## src/rtl/count_snapshot_fifo.sv

```systemverilog
// count_snapshot_fifo: timestamps trigger pulses as {epoch, count} and queues them in a FWFT FIFO.
// Latency: a trigger sampled at edge N is visible on rd_data/rd_valid right after edge N.
// Backpressure: rd_ready low lets the FIFO fill; triggers while full (no same-edge pop) are dropped and flagged.
//
// Ports:
//   clk, reset (async active-low)   - clock and reset
//   count_in [CNT_W]                - free-running counter value, sampled every cycle
//   trigger                         - capture request, level-sampled per cycle
//   rd_ready / rd_valid / rd_data   - valid/ready read port, rd_data = {epoch, count}
//   level, full                     - occupancy, 0..DEPTH
//   clear_ovf, overflow, drop_cnt   - sticky drop flag, its clear, and the dropped-trigger counter
//
// Build option: define SNAP_DROP_CNT_EN to get a saturating 8-bit drop counter;
// without it drop_cnt is tied to 0.

module count_snapshot_fifo #(
  parameter  int CNT_W   = 8,
  parameter  int EPOCH_W = 8,
  parameter  int DEPTH   = 8,
  localparam int LW      = $clog2(DEPTH) + 1
) (
  input  logic                       clk,
  input  logic                       reset,
  input  logic [CNT_W-1:0]           count_in,
  input  logic                       trigger,
  input  logic                       rd_ready,
  input  logic                       clear_ovf,
  output logic                       rd_valid,
  output logic [EPOCH_W+CNT_W-1:0]   rd_data,
  output logic [LW-1:0]              level,
  output logic                       full,
  output logic                       overflow,
  output logic [7:0]                 drop_cnt
);

  typedef struct packed {
    logic [EPOCH_W-1:0] epoch;
    logic [CNT_W-1:0]   count;
  } snap_t;

  logic [CNT_W-1:0]   prev_cnt;
  logic [EPOCH_W-1:0] epoch;
  logic [EPOCH_W-1:0] epoch_next;
  logic               wrap;

  logic [LW-1:0]      wr_ptr;
  logic [LW-1:0]      rd_ptr;
  snap_t              mem [DEPTH];

  logic               push;
  logic               pop;
  logic               drop;

  // A decreasing count means the upstream counter rolled over; equal values
  // (counter held) are deliberately not a wrap.
  assign wrap       = (count_in < prev_cnt);
  assign epoch_next = epoch + EPOCH_W'(wrap);

  // All status outputs derive from registered pointers only, so nothing on
  // trigger/count_in reaches an output combinationally.
  assign level    = wr_ptr - rd_ptr;
  assign full     = (level == LW'(DEPTH));
  assign rd_valid = (wr_ptr != rd_ptr);
  assign rd_data  = mem[rd_ptr[LW-2:0]];

  assign pop  = rd_valid & rd_ready;
  // A same-edge pop frees the slot, so a full FIFO can still accept the push.
  assign push = trigger & (~full | pop);
  assign drop = trigger & full & ~pop;

  always_ff @(posedge clk or negedge reset) begin
    if (!reset) begin
      prev_cnt <= '0;
      epoch    <= '0;
    end else begin
      prev_cnt <= count_in;
      epoch    <= epoch_next;
    end
  end

  always_ff @(posedge clk or negedge reset) begin
    if (!reset) begin
      wr_ptr <= '0;
      rd_ptr <= '0;
    end else begin
      if (push) wr_ptr <= wr_ptr + LW'(1);
      if (pop)  rd_ptr <= rd_ptr + LW'(1);
    end
  end

  // Storage needs no reset: pointers alone define which entries are live.
  always_ff @(posedge clk) begin
    if (push) begin
      mem[wr_ptr[LW-2:0]] <= '{epoch: epoch_next, count: count_in};
    end
  end

  // Set has priority over clear so a drop on the clearing edge is not lost.
  always_ff @(posedge clk or negedge reset) begin
    if (!reset) begin
      overflow <= 1'b0;
    end else if (drop) begin
      overflow <= 1'b1;
    end else if (clear_ovf) begin
      overflow <= 1'b0;
    end
  end

`ifdef SNAP_DROP_CNT_EN
  logic [7:0] drop_q;

  always_ff @(posedge clk or negedge reset) begin
    if (!reset) begin
      drop_q <= '0;
    end else if (clear_ovf) begin
      // Clear restarts the count, counting a drop on the same edge.
      drop_q <= drop ? 8'd1 : 8'd0;
    end else if (drop && (drop_q != 8'hFF)) begin
      drop_q <= drop_q + 8'd1;
    end
  end

  assign drop_cnt = drop_q;
`else
  assign drop_cnt = '0;
`endif

endmodule

```

## config.mk

```make
export PLATFORM = sky130hd
export DESIGN_NAME = count_snapshot_fifo
export DESIGN_NICKNAME = d
export VERILOG_FILES = /design/src/rtl/count_snapshot_fifo.sv
export SDC_FILE = /design/constraint.sdc
export NUM_CORES = 1
export LEC_CHECK = 0
export ABC_AREA = 1
export CAP_MARGIN = 10
export CORE_MARGIN = 1.5
export CORE_UTILIZATION = 30
export CTS_BUF_LIST = sky130_fd_sc_hd__clkbuf_8
export CTS_CLUSTER_DIAMETER = 200
export DETAILED_ROUTE_END_ITERATION = 7
export PLACE_DENSITY_LB_ADDON = 0.25
export SETUP_SLACK_MARGIN = 0.02
export SLEW_MARGIN = 20
export SYNTH_ARGS = -nofsm -noshare
export SYNTH_HDL_FRONTEND = slang
export SYNTH_SLANG_ARGS = --single-unit
```

## constraint.sdc

```tcl
create_clock -name clk -period 5.85 [get_ports clk]
set_input_delay 1.755 -clock clk [delete_from_list [all_inputs] [get_ports clk]]
set_output_delay 1.755 -clock clk [all_outputs]
set_load 0.01 [all_outputs]
```

==> results_tabular.tex <==
\begin{tabular}{lr}
\hline
Metric & Value \\
\hline
\multicolumn{2}{l}{\textbf{Setup path}} \\
Kind of start point of the critical path & register \\
Beginning of the worst register-to-register path & rd\_ptr[2] \\
Critical path data required time & 4.09 ns \\
Reg-to-reg critical path endpoint & mem[2][7] \\
Bufs and invs on worst path & 2 \\
Longest individual stage delay on the worst path & 0.89 ns \\
Worst endpoint data arrival time & 3.01 ns \\
Stages on the worst setup path & 7 \\
Worst reg-to-reg path cell count & 10 \\
Crit-path leading delay family & flip-flops \\
Slowest library cell on the worst path & dfrtp\_1 \\
Cells traversed along the worst timing path & clkinv\_1, ha\_1, a21oi\_1, nand3\_1, nand2\_2, and2\_1, clkdlybuf4s50\_1 \\
Worst-path maximum fanout & 18 \\
Crit end category & output port \\
Setup slack of the most critical reg-to-reg path & between 2 and 3 ns \\
Critical Setup Path Class & reg -> out \\
\multicolumn{2}{l}{\textbf{Hold path}} \\
Worst hold path endpoint & wr\_ptr[3] \\
Hold depth & 2 \\
Worst hold-check path type & reg -> reg \\
Launch point of the worst hold path & wr\_ptr[3] \\
\multicolumn{2}{l}{\textbf{Final layout}} \\
Synthesis-to-finish area growth & 16.30\% \\
Share of layout cells above drive strength 1 & 9.508\% \\
Filler cells & 2064 \\
Footprint of the multi-input gates & 0.001664 mm² \\
Leading cell type in the layout, fill and taps excluded & edfxtp\_1 \\
Storage element area & 0.004471 mm² \\
Most used cells in the layout excluding fill and tap cells & edfxtp\_1 (128), nor2\_1 (92), nand2\_1 (73) \\
Final std cells w/o fill & 864 \\
Layout Nets & approximately 600 \\
Number of diodes & 0 \\
Area of all placed cells without fillers & 0.007446 mm² \\
\multicolumn{2}{l}{\textbf{Die}} \\
Chip Height & 149.1 µm \\
Starting utilization of the core area & 30.55\% \\
Placeable core area & 0.02096 mm² \\
Die ar. & $\sim$0.022 mm² \\
Number of rows in the core area & 53 \\
Die width & 149.1 µm \\
Number of ports placed on the die boundary & 44 \\
\multicolumn{2}{l}{\textbf{Timing}} \\
Final period utilization & 81.52\% \\
Transition time of the tightest slew-check pin & $\sim$0.83 ns \\
Fin. max-slew vios & 0 \\
Relative slew margins & between 40\% and 50\% \\
RSZ-0062 raised after global routing & false \\
Final setup violation count & 0 \\
Tmin final & 4.769 ns \\
Final hold slack & 0.5207 ns \\
Final-report hold violation count & 0 \\
Highest clock frequency the design can meet & $\sim$0.21 GHz \\
Max Clock Skew & 0.009744 ns \\
Setup TNS & 0 ns \\
\multicolumn{2}{l}{\textbf{CTS}} \\
Maximum buffer depth of the clock tree & 2 \\
Number of hold-repair buffers added at the cts stage & 0 \\
Clock tree from TritonCTS & yes \\
Inserted Clock Buffers & 17 \\
Buffers inserted during post-CTS setup optimization & 0 \\
CTS HTree Levels & 4 \\
Clock transition at the registers of the reported paths & 0.08 ns \\
Clock network latency to the later pin of the worst-skew pair & 0.44 ns \\
Total of cells resized after clock tree synthesis & 0 \\
Number of sinks on the clock net & roughly 150 \\
Root Buffer Master & clkbuf\_8 \\
\multicolumn{2}{l}{\textbf{Pwr}} \\
Worst ir drop on vdd & 173.1 µV \\
Leakage component of the power & 2.749 nW \\
Power density cells & approximately 540 mW/mm² \\
\multicolumn{2}{l}{\textbf{Place}} \\
Placed wire-length estimate after detailed placement & 7940 µm \\
Area of placed instances & 0.007028 mm² \\
Placer's final routability congestion estimate & 0.7236 \\
Dpl cells & 832 \\
Number of buffer cells added on primary ports & 35 \\
\multicolumn{2}{l}{\textbf{Global routing}} \\
Total global routing overflow & 0 \\
Antenna violations before repair & 0 \\
Total routing resource utilization after global routing & between 10\% and 20\% \\
Largest net degree at the start of global routing & 47 \\
Vias in the first global route & 3994 \\
First-pass GRT wire length & 22370 µm \\
\multicolumn{2}{l}{\textbf{Yosys}} \\
Synth warn & 0 \\
Avg Inst Size Synth & 11.99 µm² \\
Synth Register Bits & between 150 and 200 \\
Number of distinct library cell variants in the gate-level netlist after synthesis & 31 \\
Post-Synthesis Cell Area & 0.006402 mm² \\
Sequential area share after synthesis & 69.81\% \\
Count of mapped cells out of synthesis & between 500 and 600 \\
\multicolumn{2}{l}{\textbf{Drt}} \\
Number of DRC markers in iteration 0 & roughly 270 \\
Vias per Instance & 4.573 \\
Drt total wl & 14210 µm \\
Drt first pass iters & 4 \\
Number of DRC violations after detailed routing & 0 \\
Antenna violation net count after detailed routing & 0 \\
DR vias & 3951 \\
Detailed-route wire length per cell & between 15 and 20 µm \\
\multicolumn{2}{l}{\textbf{Outcome}} \\
Result of the run & finished, final reports clean \\
\multicolumn{2}{l}{\textbf{Job}} \\
Max-cap violations & 0 \\
\hline
\end{tabular}
Yosys cell counts (all sizes together):
library cell	instances	share of area [%]
a21oi	22	1.7
a31oi	16	1.6
and2	1	0.098
buf	26	2.7
clkbuf	7	0.43
clkinv	1	0.059
conb	1	0.059
dfrtp	25	9.8
edfxtp	128	60
fa	1	0.31
ha	14	2.7
inv	24	1.4
mux2	1	0.18
nand2	77	4.8
nand3	16	1.5
nor2	94	5.6
nor3	1	0.078
o21ai	66	5.2
o22ai	1	0.098
xnor2	2	0.27
xor2	10	1.4
power breakdown:
group,total [mW],internal (mW),switching [mW]
Combinational,1.58,0.610,0.974
Clock,0.842,0.459,0.384
Sequential,1.63,1.49,0.130
Total,4.05,2.56,1.49
final cells by class:
type,count,area share [%]
clock buffers,17,3.142
clock inverters,15,2.470
inverters,25,1.260
multi-input cells,330,22.35
flip-flops and latches,153,60.04
well taps,275,4.621
repair buffers,49,6.117
metal layers:
layer  global-route usage [%]  part of all wire [%]  vias to the layer above
met3                    2.599                   3.9                       11
met2                    22.85                    50                       74
met4                    4.752                   1.1                        0
met5                        0                     0                        -
met1                    17.76                    45                     1944
li1                         -                     -                     1922
state kept, by name, indices dropped and copies added (netlist names):
register	flops
mem	128
wr_ptr	4
epoch	8
overflow	1
prev_cnt	8
rd_ptr	4
worst min-delay path, cell delays in order (launching register included):
cell	delay, ns
dfrtp_1	0.38
nand2_1	0.06
nand2_1	0.05
per-stage QoR:
stage          util [%]  power [mW]  worst slack, ns
6_report          35.53       4.050            1.081
5_1_grt           35.53       4.336           0.8324
4_1_cts           35.53       4.108           0.9902
3_5_place_dp      33.54       3.261            1.224
3_3_place_gp      33.54       3.222            1.325
2_1_floorplan         -       2.593            2.276
cell families after synthesis:
family                     share of synthesized area [%]
AOI/OAI and AO/OA                                  8.540
xor gates and xnor gates                           1.642
adders and majority gates                          3.049
buffers and inverters                              4.612
DFF                                                69.81
muxes                                             0.1759
other                                            0.05857
and+or+nand+nor                                    12.12
how the worst max path moves through the flow:
stage | end | slack [ns] | startpoint
floorplan | mem[0][15] | 2.28 | count_in[1]
global placement | mem[1][15] | 1.33 | count_in[1]
detailed placement | mem[5][15] | 1.22 | count_in[1]
CTS | rd_data[9] | 0.99 | rd_ptr[0]
global route | rd_data[9] | 0.83 | rd_ptr[0]
finish | full | 1.08 | rd_ptr[2]
No activity file was read; power rests on OpenSTA's default activity.
